File: config.mk
export PLATFORM = sky130hd
export DESIGN_NAME = mu0_sequencer_flat
export DESIGN_NICKNAME = d
export VERILOG_FILES = /design/src/rtl/mu0_pkg.sv /design/src/rtl/mu0_sequencer_if.sv /design/src/rtl/mu0_opdecode.sv /design/src/rtl/mu0_sequencer.sv /design/src/flat_wrapper.sv
export SDC_FILE = /design/constraint.sdc
export NUM_CORES = 1
export LEC_CHECK = 0
export ABC_CLOCK_PERIOD_IN_PS = 3100
export CAP_MARGIN = 20
export CELL_PAD_IN_SITES_DETAIL_PLACEMENT = 0
export CELL_PAD_IN_SITES_GLOBAL_PLACEMENT = 2
export CORE_UTILIZATION = 29
export CTS_BUF_LIST = sky130_fd_sc_hd__clkbuf_4 sky130_fd_sc_hd__clkbuf_8
export DETAILED_ROUTE_END_ITERATION = 8
export PLACE_DENSITY_LB_ADDON = 0.1
export SETUP_SLACK_MARGIN = 0.05
export SKIP_LAST_GASP = 1
export SLEW_MARGIN = 20
export SYNTH_ARGS = -nofsm -noshare
export SYNTH_HDL_FRONTEND = slang
export SYNTH_SLANG_ARGS = --single-unit
File: constraint.sdc
create_clock -name clk -period 3.1 [get_ports clk]
set_clock_uncertainty 0.1 [all_clocks]
set_input_delay 0.62 -clock clk [delete_from_list [all_inputs] [get_ports clk]]
set_output_delay 0.62 -clock clk [all_outputs]
set_load 0.05 [all_outputs]
File: src/rtl/mu0_pkg.sv
// mu0_pkg: shared definitions for the MU0 control sequencer.
//   OP_*      opcode encodings 0..10 (LDA STA ADD SUB JMP JMI JEQ STP LDI LSL LSR)
//   state_t   sequencer states FETCH / EXEC1 / EXEC2 / HALT
//   alu_op_t  ALU operation select driven on aluOp
package mu0_pkg;

   localparam logic [3:0] OP_LDA = 4'd0;
   localparam logic [3:0] OP_STA = 4'd1;
   localparam logic [3:0] OP_ADD = 4'd2;
   localparam logic [3:0] OP_SUB = 4'd3;
   localparam logic [3:0] OP_JMP = 4'd4;
   localparam logic [3:0] OP_JMI = 4'd5;
   localparam logic [3:0] OP_JEQ = 4'd6;
   localparam logic [3:0] OP_STP = 4'd7;
   localparam logic [3:0] OP_LDI = 4'd8;
   localparam logic [3:0] OP_LSL = 4'd9;
   localparam logic [3:0] OP_LSR = 4'd10;

   typedef enum logic [1:0] {
      S_FETCH,
      S_EXEC1,
      S_EXEC2,
      S_HALT
   } state_t;

   typedef enum logic [2:0] {
      ALU_PASS_MEM = 3'd0,
      ALU_ADD      = 3'd1,
      ALU_SUB      = 3'd2,
      ALU_PASS_IMM = 3'd3,
      ALU_LSL      = 3'd4,
      ALU_LSR      = 3'd5
   } alu_op_t;

endpackage

File: src/rtl/mu0_sequencer_if.sv
// mu0_sequencer_if: datapath <-> sequencer signal bundle.
//   master : sequencer side  (inputs opcode/eq/mi/memReady/resume,
//            outputs enables, addrSel, aluOp, state flags, illegal, retired)
//   slave  : datapath / memory side (mirror directions)
interface mu0_sequencer_if
   import mu0_pkg::*;
#(
   parameter int unsigned OPW  = 4,
   parameter int unsigned CNTW = 16
);
   logic [OPW-1:0]  opcode;
   logic            eq;
   logic            mi;
   logic            memReady;
   logic            resume;
   logic            irLoad;
   logic            ramWrEn;
   logic            accLoad;
   logic            pcEnable;
   logic            pcSLoad;
   logic            addrSel;
   alu_op_t         aluOp;
   logic            fetch;
   logic            exec1;
   logic            exec2;
   logic            halted;
   logic            illegal;
   logic [CNTW-1:0] retired;

   modport master (
      input  opcode, eq, mi, memReady, resume,
      output irLoad, ramWrEn, accLoad, pcEnable, pcSLoad, addrSel, aluOp,
             fetch, exec1, exec2, halted, illegal, retired
   );

   modport slave (
      output opcode, eq, mi, memReady, resume,
      input  irLoad, ramWrEn, accLoad, pcEnable, pcSLoad, addrSel, aluOp,
             fetch, exec1, exec2, halted, illegal, retired
   );
endinterface

File: src/rtl/mu0_opdecode.sv
// mu0_opdecode: combinational opcode classifier.
//   opcode      in  : IR opcode field (OPW bits)
//   is_extra    out : needs a second (EXEC2) memory-read cycle (LDA/ADD/SUB)
//   is_write    out : RAM write in EXEC1 (STA)
//   is_jump     out : any jump; jmp_always / jmp_on_mi / jmp_on_eq give the condition
//   is_imm      out : single-cycle accumulator op (LDI/LSL/LSR)
//   is_stop     out : STP
//   is_illegal  out : unknown opcode
//   alu_op      out : ALU operation for the accumulator load
// Build option: MU0_EXT_OPS_EN enables LDI/LSL/LSR; otherwise they decode as illegal.
module mu0_opdecode
   import mu0_pkg::*;
#(
   parameter int unsigned OPW = 4
) (
   input  logic [OPW-1:0] opcode,
   output logic           is_extra,
   output logic           is_write,
   output logic           is_jump,
   output logic           jmp_always,
   output logic           jmp_on_mi,
   output logic           jmp_on_eq,
   output logic           is_imm,
   output logic           is_stop,
   output logic           is_illegal,
   output alu_op_t        alu_op
);

   always_comb begin
      is_extra   = 1'b0;
      is_write   = 1'b0;
      jmp_always = 1'b0;
      jmp_on_mi  = 1'b0;
      jmp_on_eq  = 1'b0;
      is_imm     = 1'b0;
      is_stop    = 1'b0;
      is_illegal = 1'b0;
      alu_op     = ALU_PASS_MEM;
      // Anything above the last defined opcode is rejected on the full width,
      // so the low-nibble case below only ever sees 0..10.
      if (opcode > OPW'(OP_LSR)) begin
         is_illegal = 1'b1;
      end else begin
         case (opcode[3:0])
            OP_LDA: is_extra = 1'b1;
            OP_STA: is_write = 1'b1;
            OP_ADD: begin is_extra = 1'b1; alu_op = ALU_ADD; end
            OP_SUB: begin is_extra = 1'b1; alu_op = ALU_SUB; end
            OP_JMP: jmp_always = 1'b1;
            OP_JMI: jmp_on_mi  = 1'b1;
            OP_JEQ: jmp_on_eq  = 1'b1;
            OP_STP: is_stop    = 1'b1;
`ifdef MU0_EXT_OPS_EN
            OP_LDI: begin is_imm = 1'b1; alu_op = ALU_PASS_IMM; end
            OP_LSL: begin is_imm = 1'b1; alu_op = ALU_LSL; end
            OP_LSR: begin is_imm = 1'b1; alu_op = ALU_LSR; end
`else
            OP_LDI, OP_LSL, OP_LSR: is_illegal = 1'b1;
`endif
            default: is_illegal = 1'b1;
         endcase
      end
   end

   assign is_jump = jmp_always | jmp_on_mi | jmp_on_eq;

endmodule

File: src/rtl/mu0_sequencer.sv
// mu0_sequencer: MU0 control sequencer (FETCH / EXEC1 / EXEC2 / HALT).
//   clk    in : rising-edge clock
//   reset  in : synchronous active-high reset
//   bus       : mu0_sequencer_if.master -- opcode/eq/mi/memReady/resume in;
//               irLoad, ramWrEn, accLoad, pcEnable, pcSLoad, addrSel, aluOp,
//               fetch/exec1/exec2/halted, illegal, retired out
// Parameters: OPW opcode width (>= 4), CNTW retired-counter width.
// Build option: MU0_EXT_OPS_EN enables LDI/LSL/LSR (see mu0_opdecode).
module mu0_sequencer
   import mu0_pkg::*;
#(
   parameter int unsigned OPW  = 4,
   parameter int unsigned CNTW = 16
) (
   input  logic           clk,
   input  logic           reset,
   mu0_sequencer_if.master bus
);

   state_t          state, state_nx;
   logic            retire, set_illegal;
   logic [CNTW-1:0] retired_q;
   logic            illegal_q;
   logic            fetch_q, exec1_q, exec2_q, halted_q;

   logic    is_extra, is_write, is_jump, jmp_always, jmp_on_mi, jmp_on_eq;
   logic    is_imm, is_stop, is_illegal;
   alu_op_t dec_alu;

   mu0_opdecode #(.OPW(OPW)) u_dec (
      .opcode     (bus.opcode),
      .is_extra   (is_extra),
      .is_write   (is_write),
      .is_jump    (is_jump),
      .jmp_always (jmp_always),
      .jmp_on_mi  (jmp_on_mi),
      .jmp_on_eq  (jmp_on_eq),
      .is_imm     (is_imm),
      .is_stop    (is_stop),
      .is_illegal (is_illegal),
      .alu_op     (dec_alu)
   );

   always_comb begin
      state_nx    = state;
      retire      = 1'b0;
      set_illegal = 1'b0;
      case (state)
         S_FETCH: if (bus.memReady) state_nx = S_EXEC1;
         S_EXEC1: begin
            if (is_illegal) begin
               set_illegal = 1'b1;
               state_nx    = S_HALT;
            end else if (is_stop) begin
               retire   = 1'b1;
               state_nx = S_HALT;
            end else if (is_extra) begin
               if (bus.memReady) state_nx = S_EXEC2;
            end else if (is_write) begin
               if (bus.memReady) begin
                  retire   = 1'b1;
                  state_nx = S_FETCH;
               end
            end else begin
               // jumps and immediate ops complete unconditionally
               retire   = 1'b1;
               state_nx = S_FETCH;
            end
         end
         S_EXEC2: if (bus.memReady) begin
            retire   = 1'b1;
            state_nx = S_FETCH;
         end
         S_HALT:  if (bus.resume) state_nx = S_FETCH;
         default: state_nx = S_FETCH;
      endcase
   end

   always_ff @(posedge clk) begin
      if (reset) begin
         state     <= S_FETCH;
         fetch_q   <= 1'b1;
         exec1_q   <= 1'b0;
         exec2_q   <= 1'b0;
         halted_q  <= 1'b0;
         retired_q <= '0;
         illegal_q <= 1'b0;
      end else begin
         state     <= state_nx;
         fetch_q   <= (state_nx == S_FETCH);
         exec1_q   <= (state_nx == S_EXEC1);
         exec2_q   <= (state_nx == S_EXEC2);
         halted_q  <= (state_nx == S_HALT);
         if (retire && (retired_q != '1)) retired_q <= retired_q + CNTW'(1);
         if (set_illegal) illegal_q <= 1'b1;
      end
   end

   // Enables follow memReady/eq/mi in the same cycle, so they stay combinational
   // on the registered state; reset forces the idle pattern.
   always_comb begin
      bus.irLoad   = 1'b0;
      bus.ramWrEn  = 1'b0;
      bus.accLoad  = 1'b0;
      bus.pcEnable = 1'b0;
      bus.pcSLoad  = 1'b0;
      bus.addrSel  = 1'b1;
      bus.aluOp    = ALU_PASS_MEM;
      if (!reset) begin
         case (state)
            S_FETCH: begin
               bus.irLoad   = bus.memReady;
               bus.pcEnable = bus.memReady;
            end
            S_EXEC1: begin
               if (is_extra) bus.addrSel = 1'b0;
               if (is_write) begin
                  bus.addrSel = 1'b0;
                  bus.ramWrEn = bus.memReady;
               end
               if (is_jump)
                  bus.pcSLoad = jmp_always | (jmp_on_mi & bus.mi) | (jmp_on_eq & bus.eq);
               if (is_imm) begin
                  bus.accLoad = 1'b1;
                  bus.aluOp   = dec_alu;
               end
            end
            S_EXEC2: begin
               bus.addrSel = 1'b0;
               bus.accLoad = bus.memReady;
               bus.aluOp   = dec_alu;
            end
            default: ;
         endcase
      end
   end

   assign bus.fetch   = fetch_q;
   assign bus.exec1   = exec1_q;
   assign bus.exec2   = exec2_q;
   assign bus.halted  = halted_q;
   assign bus.illegal = illegal_q;
   assign bus.retired = retired_q;

endmodule

File: src/flat_wrapper.sv
// flat-port wrapper written by rule: the top's interface ports become plain ports
module mu0_sequencer_flat import mu0_pkg::*;
#(
   parameter int unsigned OPW  = 4,
   parameter int unsigned CNTW = 16
)
  (clk, reset, bus_opcode, bus_eq, bus_mi, bus_memReady, bus_resume, bus_irLoad, bus_ramWrEn, bus_accLoad, bus_pcEnable, bus_pcSLoad, bus_addrSel, bus_aluOp, bus_fetch, bus_exec1, bus_exec2, bus_halted, bus_illegal, bus_retired);
  mu0_sequencer_if #(.OPW(OPW), .CNTW(CNTW)) bus_i ();
  input  logic clk;
  input  logic reset;
  input wire logic [$bits(bus_i.opcode)-1:0] bus_opcode;
  input wire logic [$bits(bus_i.eq)-1:0] bus_eq;
  input wire logic [$bits(bus_i.mi)-1:0] bus_mi;
  input wire logic [$bits(bus_i.memReady)-1:0] bus_memReady;
  input wire logic [$bits(bus_i.resume)-1:0] bus_resume;
  output wire logic [$bits(bus_i.irLoad)-1:0] bus_irLoad;
  output wire logic [$bits(bus_i.ramWrEn)-1:0] bus_ramWrEn;
  output wire logic [$bits(bus_i.accLoad)-1:0] bus_accLoad;
  output wire logic [$bits(bus_i.pcEnable)-1:0] bus_pcEnable;
  output wire logic [$bits(bus_i.pcSLoad)-1:0] bus_pcSLoad;
  output wire logic [$bits(bus_i.addrSel)-1:0] bus_addrSel;
  output wire logic [$bits(bus_i.aluOp)-1:0] bus_aluOp;
  output wire logic [$bits(bus_i.fetch)-1:0] bus_fetch;
  output wire logic [$bits(bus_i.exec1)-1:0] bus_exec1;
  output wire logic [$bits(bus_i.exec2)-1:0] bus_exec2;
  output wire logic [$bits(bus_i.halted)-1:0] bus_halted;
  output wire logic [$bits(bus_i.illegal)-1:0] bus_illegal;
  output wire logic [$bits(bus_i.retired)-1:0] bus_retired;
  assign bus_i.opcode = bus_opcode;
  assign bus_i.eq = bus_eq;
  assign bus_i.mi = bus_mi;
  assign bus_i.memReady = bus_memReady;
  assign bus_i.resume = bus_resume;
  assign bus_irLoad = bus_i.irLoad;
  assign bus_ramWrEn = bus_i.ramWrEn;
  assign bus_accLoad = bus_i.accLoad;
  assign bus_pcEnable = bus_i.pcEnable;
  assign bus_pcSLoad = bus_i.pcSLoad;
  assign bus_addrSel = bus_i.addrSel;
  assign bus_aluOp = bus_i.aluOp;
  assign bus_fetch = bus_i.fetch;
  assign bus_exec1 = bus_i.exec1;
  assign bus_exec2 = bus_i.exec2;
  assign bus_halted = bus_i.halted;
  assign bus_illegal = bus_i.illegal;
  assign bus_retired = bus_i.retired;
  mu0_sequencer #(.OPW(OPW), .CNTW(CNTW)) u_core (.clk(clk), .reset(reset), .bus(bus_i));
endmodule
==> results of run 1 <==
[kinds of logic after synthesis]
group,count (synthesis)
buf+inv,18
mux,2
compound gates,39
simple gates,65
flops,23
other cells,1
fa+ha+maj,6
xor+xnor,2
[worst max-delay path, cell delays in order]
cell	delay, ps
clkdlybuf4s50_1	580
nand3b_1	340
a2111oi_2	440
buf_12	190
[where the power goes]
group / internal (W) / switching (W) / total, W
Clock: 0.0000897 / 0.000100 / 0.000190
Sequential: 0.000322 / 0.0000173 / 0.000339
Combinational: 0.000136 / 0.000221 / 0.000357
Total: 0.000548 / 0.000338 / 0.000886
[stage by stage]
stage | power (W) | worst slack, ps | hold WS (ps) | utilization, %
floorplan | 0.000592 | 383 | 505 | -
global placement | 0.000699 | 246 | 378 | 41.9
detailed placement | 0.000703 | 194 | 395 | 41.9
CTS | 0.000898 | 194 | 408 | 42.9
global route | 0.000939 | 80.3 | 446 | 42.9
finish | 0.000886 | 209 | 408 | 42.9
[final cells by class]
| type | count | share of cell area (%) |
|---|---|---|
| Multi-Input combinational cell | 115 | 41.2 |
| Timing Repair Buffer | 41 | 26.0 |
| Sequential cell | 23 | 24.8 |
| Tap cell | 52 | 3.50 |
| Clock buffer | 3 | 2.22 |
| Inverter | 10 | 2.02 |
| Clock inverter | 1 | 0.270 |
[metal layers]
layer | up-vias | wire length [µm] | GRT usage [%] | share of wire, %
met2 | 31 | 1400 | 21.9 | 45
li1 | 637 | - | - | -
met5 | - | 0 | 0 | 0
met1 | 574 | 1610 | 17.9 | 51
met3 | 2 | 119 | 2.78 | 3.8
met4 | 0 | 12 | 2.04 | 0.38
[state kept, by name, summed over array words and instances (netlist names)]
signal and flops:
u_core.bus.exec2 1, u_core.bus.retired 16, u_core.bus.illegal 1, u_core.bus.fetch 1, u_core.state 2, u_core.bus.exec1 1, u_core.bus.halted 1
[layout by cell type (no fill, tap or decap), drive strengths merged, types with 5 or more instances in the layout]
cell	netlist	routed
ha	6	6
nand2	6	6
clkdlybuf4s50	0	30
dfxtp	23	23
o21ai	8	8
or3	9	9
or4	5	5
nand3	7	7
nor2	14	14
o31ai	5	5
a21oi	15	15
inv	10	10
buf	5	11
[path summary, 6_finish.rpt]
kind                    startpoint                     end  slack [ps]
max                  bus_opcode[3]             bus_pcSLoad         210
min          u_core.bus.retired[6]   u_core.bus.retired[6]         410
max reg2reg        u_core.state[1]  u_core.bus.retired[12]         710
min reg2reg  u_core.bus.retired[6]   u_core.bus.retired[6]         410
==> results.yml, run 1 <==
status:
  status: "complete, no violations"
cells_and_area:
  final_layout_size_suffix_gt1_share_pct: 13.5
  fin_area_um2: 1860
  syn_to_final_growth_pct: 42.6
  multi_input_area_um2: 764
  num-fill-cells: 453
  seqCellArea_um2: 460
  diodes: 0
  final_cells: 245
  nets: 210
synthesis:
  synth_common_cells: "dfxtp_1, a21oi_1, nor2_1"
  yosysTopAreaCellShare_pct: 35.4
  synth_edf_count: 0
  ys.flop_type: "dfxtp_1"
  synth_top_family_by_area: "simple AND/OR/NAND/NOR gates"
  synth.mux.area_fraction_pct: 1.54
  yosysMostFrequentCell: "dfxtp_1"
  synth_compound_area_share_pct: 20.5
  syn-mean-instance-area_um2: 8.35
  ys_async_sr_fraction_pct: 0
  yosys_warnings: 0
  synthAdderAreaFrac_pct: 5.76
  synth_xor_area_share_pct: 1.34
  seq_area_frac_synth_pct: 35.4
  synth_area_leaders: "dfxtp_1, a21oi_1, ha_1"
  syn_inst: 156
  synthSimpleGateAreaFrac_pct: 28.3
  yosys_register_bits: 23
  synth_cell_types: 42
  syn_area_um2: 1300
  synth_area_leader_cell: "dfxtp_1"
  syn_nets: 172
detailed_routing:
  drt-vias-per-instance: 5.08
  drt-wirelength-per-cell_um: 12.8
  num_vias: 1244
  drc: 0
  first_pass_iters: 5
  dr.first_iter.drc_count: 42
  ant_nets: 0
  routed_wl_mm: 3.15
global_route:
  grt_antenna_before_repair: 0
  grt_remaining_overflow: 0
  grt_max_degree: 21
  grt_pass1_vias: 1167
  grt_pass1_wl_mm: 5.36
  grt_usage_pct: 13.2
pwr:
  power_density_nw_per_um2: 477
  p_leak_nw: 0.648
  irDropWorstVdd_mv: 0.302
clocking:
  cts-resized-gates: 0
  cts_num_sinks: 23
  cts_made_buffers: 3
  clk_latency_ps: 260
  ctsHoldBuffers: 0
  post_cts_buffers: 0
  clockBufferDepth: 2
  cts_root_buf: "clkbuf_8"
  htreeDepth: 1
  cts_tree: "built"
  cts.clk_slew.worst_paths_ps: 90
setup_path:
  crit_path_end_kind: "output pin"
  critPathMaxFanout: 8
  crit_arrival_ps: 2170
  required_ps: 2380
  startpoint_type: "input port"
  r2r_cells: 8
  path_class: "in2out"
floorplanning:
  die_w_um: 69.0
  ios: 40
  die_y_um: 69.0
  rows: 24
  core_um2: 4320
  dieArea_um2: 4760
  initial_utilization_pct: 30.1
placed_design:
  dp_hpwl_mm: 2.37
  placed_area_um2: 1810
  post-place-cells: 241
  io_buffers: 38
  gp_congestion: 0.761
timing:
  fmax_mhz: 346
  hold_viol: 0
  rsz0062_at_grt: "no"
  finalSetupViolCount: 0
  tightest_slew_ps: 506
  setup_tns_ps: 0
  relSlewSlack_pct: 66.2
  final_max_slew_viol_count: 0
  layout_min_cycle_time_ps: 2890
  period_share_pct: 93.3
worst_hold_path:
  hold_depth: 2
  holdCritPathClass: "reg2reg"
run:
  maxCapViolations: 0
(Power assumes the default switching activity.)
==> run 2: changes to the inputs <==
- CORE_UTILIZATION: 29 -> 31
- SYNTH_HIERARCHICAL: default -> 1
==> run 2 against run 1 <==
Synthesized area increased by 11%. Utilization increased by 0.71 points. Cell count increased by 4.5%. Die area increased by 3.9%. Power decreased by 26%. Largest power group is now sequential cells. Critical path type unchanged.
==> results.yml, run 2 <==
floorplanning:
  die_y_um: 70.3
  rows: 24
  core_um2: 4410
  ios: 40
  die_w_um: 70.3
  dieArea_um2: 4950
  initial_utilization_pct: 32.8
global_route:
  grt_pass1_wl_mm: 5.69
  grt_antenna_before_repair: 0
  grt_remaining_overflow: 0
  grt_max_degree: 23
  grt_pass1_vias: 1209
  grt_usage_pct: 14.1
cells_and_area:
  utilization_pct: 43.7
  syn_to_final_growth_pct: 33.1
  diodes: 0
  layout_common_cells: "clkdlybuf4s50_1, dfxtp_1, nand2_1"
  num-fill-cells: 419
  multi_input_area_um2: 903
  largest_reg_flops: 16
  nets: 220
  final_layout_size_suffix_gt1_share_pct: 19.1
  seqCellArea_um2: 460
  final_common_cell: "clkdlybuf4s50_1"
clocking:
  cts_root_buf: "clkbuf_8"
  cts_made_buffers: 3
  ctsHoldBuffers: 0
  post_cts_buffers: 0
  htreeDepth: 1
  cts.clk_slew.worst_paths_ps: 80
  cts-resized-gates: 0
  clockBufferDepth: 2
  clk_latency_ps: 270
  cts_tree: "built"
  cts_num_sinks: 23
timing:
  finalSetupViolCount: 0
  period_share_pct: 94.5
  layout_min_cycle_time_ps: 2930
  timing.hold.ws_ps: 398
  fmax_mhz: 341
  hold_viol: 0
  final_max_slew_viol_count: 0
  relSlewSlack_pct: 66.3
  tightest_slew_ps: 504
  setup_tns_ps: 0
  rsz0062_at_grt: "no"
detailed_routing:
  drc: 0
  ant_nets: 0
  num_vias: 1307
  drt-wirelength-per-cell_um: 13.1
  routed_wl_mm: 3.36
  first_pass_iters: 4
  dr.first_iter.drc_count: 59
  drt-vias-per-instance: 5.11
synthesis:
  yosysMostFrequentCell: "dfxtp_1"
  synth_area_leaders: "dfxtp_1, ha_1, a21oi_1"
  syn_area_um2: 1450
  seq_area_frac_synth_pct: 31.8
  syn-mean-instance-area_um2: 8.62
  ys_async_sr_fraction_pct: 0
  yosys_warnings: 6
  syn_inst: 168
  synth_common_cells: "dfxtp_1, nand2_1, nor2_1"
  yosysTopAreaCellShare_pct: 31.8
  synth_edf_count: 0
  ys.flop_type: "dfxtp_1"
  yosys_register_bits: 23
  synth_cell_types: 55
  synth_area_leader_cell: "dfxtp_1"
setup_path:
  startpoint_type: "input port"
  crit_arrival_ps: 2210
  critPathMaxFanout: 8
  reg2reg_slack_ps: 810
  crit_chain: "clkdlybuf4s50_1 > nand2b_4 > nor2_1 > a221o_1 > and4_1 > buf_4"
  critPathSlowestCell: "clkdlybuf4s50_1"
  path_buf_inv: 2
  required_ps: 2380
  critPathMaxStageDelay_ps: 620
  path_class: "in2out"
  cp_top_family: "buffers and inverters"
  crit_path_end_kind: "output pin"
status:
  status: "complete, no violations"
run:
  maxCapViolations: 0
pwr:
  p_total_w: 0.000658
  p_leak_nw: 0.661
  irDropWorstVdd_mv: 0.169
  power_density_nw_per_um2: 341
placed_design:
  gp_congestion: 0.780
  dp_hpwl_mm: 2.44
  io_buffers: 38
worst_hold_path:
  holdCritPathClass: "reg2reg"
==> run 2: cell count changes after synthesis, moves of 3 or more <==
cell,change
a21oi_1,-3
a21oi_2,+4
and2_1,+3
inv_1,-4
nand2_1,+8
nor3_1,+3
nor3b_1,-3
o21ai_0,-3
or3_1,-6
or4_1,-3
or4_2,+3
==> run 2: power breakdown <==
group / switching, W / total [W] / internal (W)
Clock: 0.000101 / 0.000191 / 0.0000900
Combinational: 0.0000953 / 0.000157 / 0.0000617
Sequential: 0.00000534 / 0.000310 / 0.000304
==> run 2: cell type report <==
class	instances	area share, %
Sequential cell	23	23.9
Tap cell	52	3.38
Clock inverter	1	0.260
Timing Repair Buffer	41	22.5
Clock buffer	3	2.14
Multi-Input combinational cell	131	46.9
Inverter	5	0.974
==> run 2: final timing paths <==
kind              depth (start not counted)                     to          startpoint
hold reg to reg                           2     u_core/bus.illegal  u_core/bus.illegal
hold / removal                            2     u_core/bus.illegal  u_core/bus.illegal
setup / recovery                          6            bus_pcSLoad       bus_opcode[3]
setup reg to reg                          7  u_core/bus.retired[7]     u_core/state[1]
==> run 2: layer usage <==
layer / GRT usage (%) / vias up / wire, µm
li1: - / 689 / -
met1: 17.9 / 589 / 1590
met2: 23.7 / 25 / 1590
met3: 2.60 / 4 / 142
met4: 4.67 / 0 / 40
met5: 0 / - / 0
==> run 2: metrics by stage <==
step	instances	setup slack (ps)	instance area (µm²)
after global placement	252	160	1880
after detailed placement	252	87.6	1880
after global routing	256	89.1	1930
final	256	169	1930
after CTS	256	169	1930
after floorplan	169	740	1450
==> run 2: kinds of logic after synthesis <==
group	Yosys count	synth area share, %
fa+ha+maj	5	4.32
other cells	1	0.259
simple gates	79	34.4
buf+inv	15	6.05
compound gates	40	19.6
mux	2	1.73
xor+xnor	3	1.82
flops	23	31.8
==> run 2: worst register-to-register path: stages, from the launching register on <==
cell and delay (ps):
dfxtp_1 360, inv_1 90, ha_1 340, nand2b_2 120
a21boi_4 260, nand3_4 210, or4_2 590, a21oi_2 160
==> run 3: changes to the inputs <==
- CORE_MARGIN: default -> 3
==> run 3 against run 2 <==
First-iteration DRC count fell by 41%. Final area did not move. Combinational power barely moved. Cell count did not move. Power fell by 0.35%. Worst hold slack got worse by 13 ps. Flip-flop and latch count did not move. Sequential power barely moved. Die area rose by 12%. Clock power barely moved. Critical endpoint is now bus_addrSel. Highest routed layer unchanged.
==> results.yml, run 3 (synthesis results as in run 2) <==
setup_path:
  path_class: "in2out"
  startpoint_type: "input port"
  required_ps: 2380
  critPathMaxFanout: 5
  crit_arrival_ps: 2120
  crit_path_end_kind: "output pin"
global_route:
  grt_remaining_overflow: 0
  grt_pass1_wl_mm: 6.00
  grt_pass1_vias: 1305
  grt_max_degree: 23
  grt_usage_pct: 13.9
  grt_antenna_before_repair: 0
clocking:
  htreeDepth: 1
  cts-resized-gates: 0
  cts_tree: "built"
  cts_num_sinks: 23
  cts_made_buffers: 3
  post_cts_buffers: 0
  ctsHoldBuffers: 0
  cts_root_buf: "clkbuf_8"
  clockBufferDepth: 2
  cts.clk_slew.worst_paths_ps: 80
  clk_latency_ps: 260
cells_and_area:
  num-fill-cells: 450
  layout_common_cells: "clkdlybuf4s50_1, dfxtp_1, nand2_1"
  nets: 220
  largest_reg_flops: 16
  multi_input_area_um2: 903
  syn_to_final_growth_pct: 33.1
  final_common_cell: "clkdlybuf4s50_1"
  fin_area_um2: 1930
  diodes: 0
  seqCellArea_um2: 460
  final_layout_size_suffix_gt1_share_pct: 19.1
timing:
  fmax_mhz: 352
  relSlewSlack_pct: 65.6
  period_share_pct: 91.6
  tightest_slew_ps: 515
  finalSetupViolCount: 0
  hold_viol: 0
  final_max_slew_viol_count: 0
  layout_min_cycle_time_ps: 2840
  setup_tns_ps: 0
  rsz0062_at_grt: "no"
floorplanning:
  dieArea_um2: 5530
  initial_utilization_pct: 32.6
  core_um2: 4440
  die_w_um: 74.3
  ios: 40
  die_y_um: 74.3
  rows: 24
pwr:
  irDropWorstVdd_mv: 0.216
  p_leak_nw: 0.661
  power_density_nw_per_um2: 340
detailed_routing:
  drt-wirelength-per-cell_um: 13.9
  dr.first_iter.drc_count: 35
  routed_wl_mm: 3.55
  ant_nets: 0
  drt-vias-per-instance: 5.36
  drc: 0
  num_vias: 1372
  first_pass_iters: 4
run:
  maxCapViolations: 0
worst_hold_path:
  holdCritPathClass: "reg2reg"
placed_design:
  dp_hpwl_mm: 2.69
  io_buffers: 38
  placed_area_um2: 1880
  gp_congestion: 0.741
status:
  status: "complete, no violations"
[run 3: cell counts in the layout (fill, tap and decap cells not counted)]
Identical to the previous run, type by type.
[run 3: final cells by class]
| class | instances | area share (%) |
|---|---|---|
| repair buffers | 41 | 22.5 |
| multi-input cells | 131 | 46.9 |
| flip-flops and latches | 23 | 23.9 |
| clock inverters | 1 | 0.260 |
| clock buffers | 3 | 2.14 |
| well taps | 52 | 3.38 |
| inverters | 5 | 0.974 |
[run 3: path summary, 6_finish.rpt]
kind / start / end / slack [ps] / cells past startpoint
worst max-delay path: bus_opcode[1] / bus_addrSel / 260 / 7
worst max register to register: u_core/state[1] / u_core/bus.retired[7] / 820 / 7
worst min-delay path: u_core/bus.illegal / u_core/bus.illegal / 390 / 2
worst min register to register: u_core/bus.illegal / u_core/bus.illegal / 390 / 2
[run 3: metrics by stage]
stage / util (%) / std cells / worst slack (ps) / total power (W) / hold WS, ps
floorplan: - / 169 / 740 / 0.000426 / 440
global placement: 42.3 / 252 / 167 / 0.000473 / 377
detailed placement: 42.3 / 252 / 72.0 / 0.000475 / 375
CTS: 43.4 / 256 / 262 / 0.000666 / 396
global route: 43.4 / 256 / 135 / 0.000694 / 439
finish: 43.4 / 256 / 259 / 0.000656 / 385
[run 3: critical path: stages]
cell and delay [ps]:
clkdlybuf4s50_1 540, nand2b_1 170, nor3b_2 300, nor2_1 90
nand2_1 80, o211ai_1 130, buf_12 180
[run 3: where the power goes]
group	internal, W	switching [W]	total [W]
sequential	0.000304	0.00000544	0.000310
clock	0.0000898	0.0000981	0.000188
combinational	0.0000617	0.0000964	0.000158
total	0.000456	0.000200	0.000656
[run 3: routing by layer]
layer	routed length, µm	track usage, %	vias to the layer above
li1	-	-	688
met3	206	3.38	4
met5	0	0	-
met4	46	4.74	0
met2	1750	24.2	31
met1	1540	16.6	649
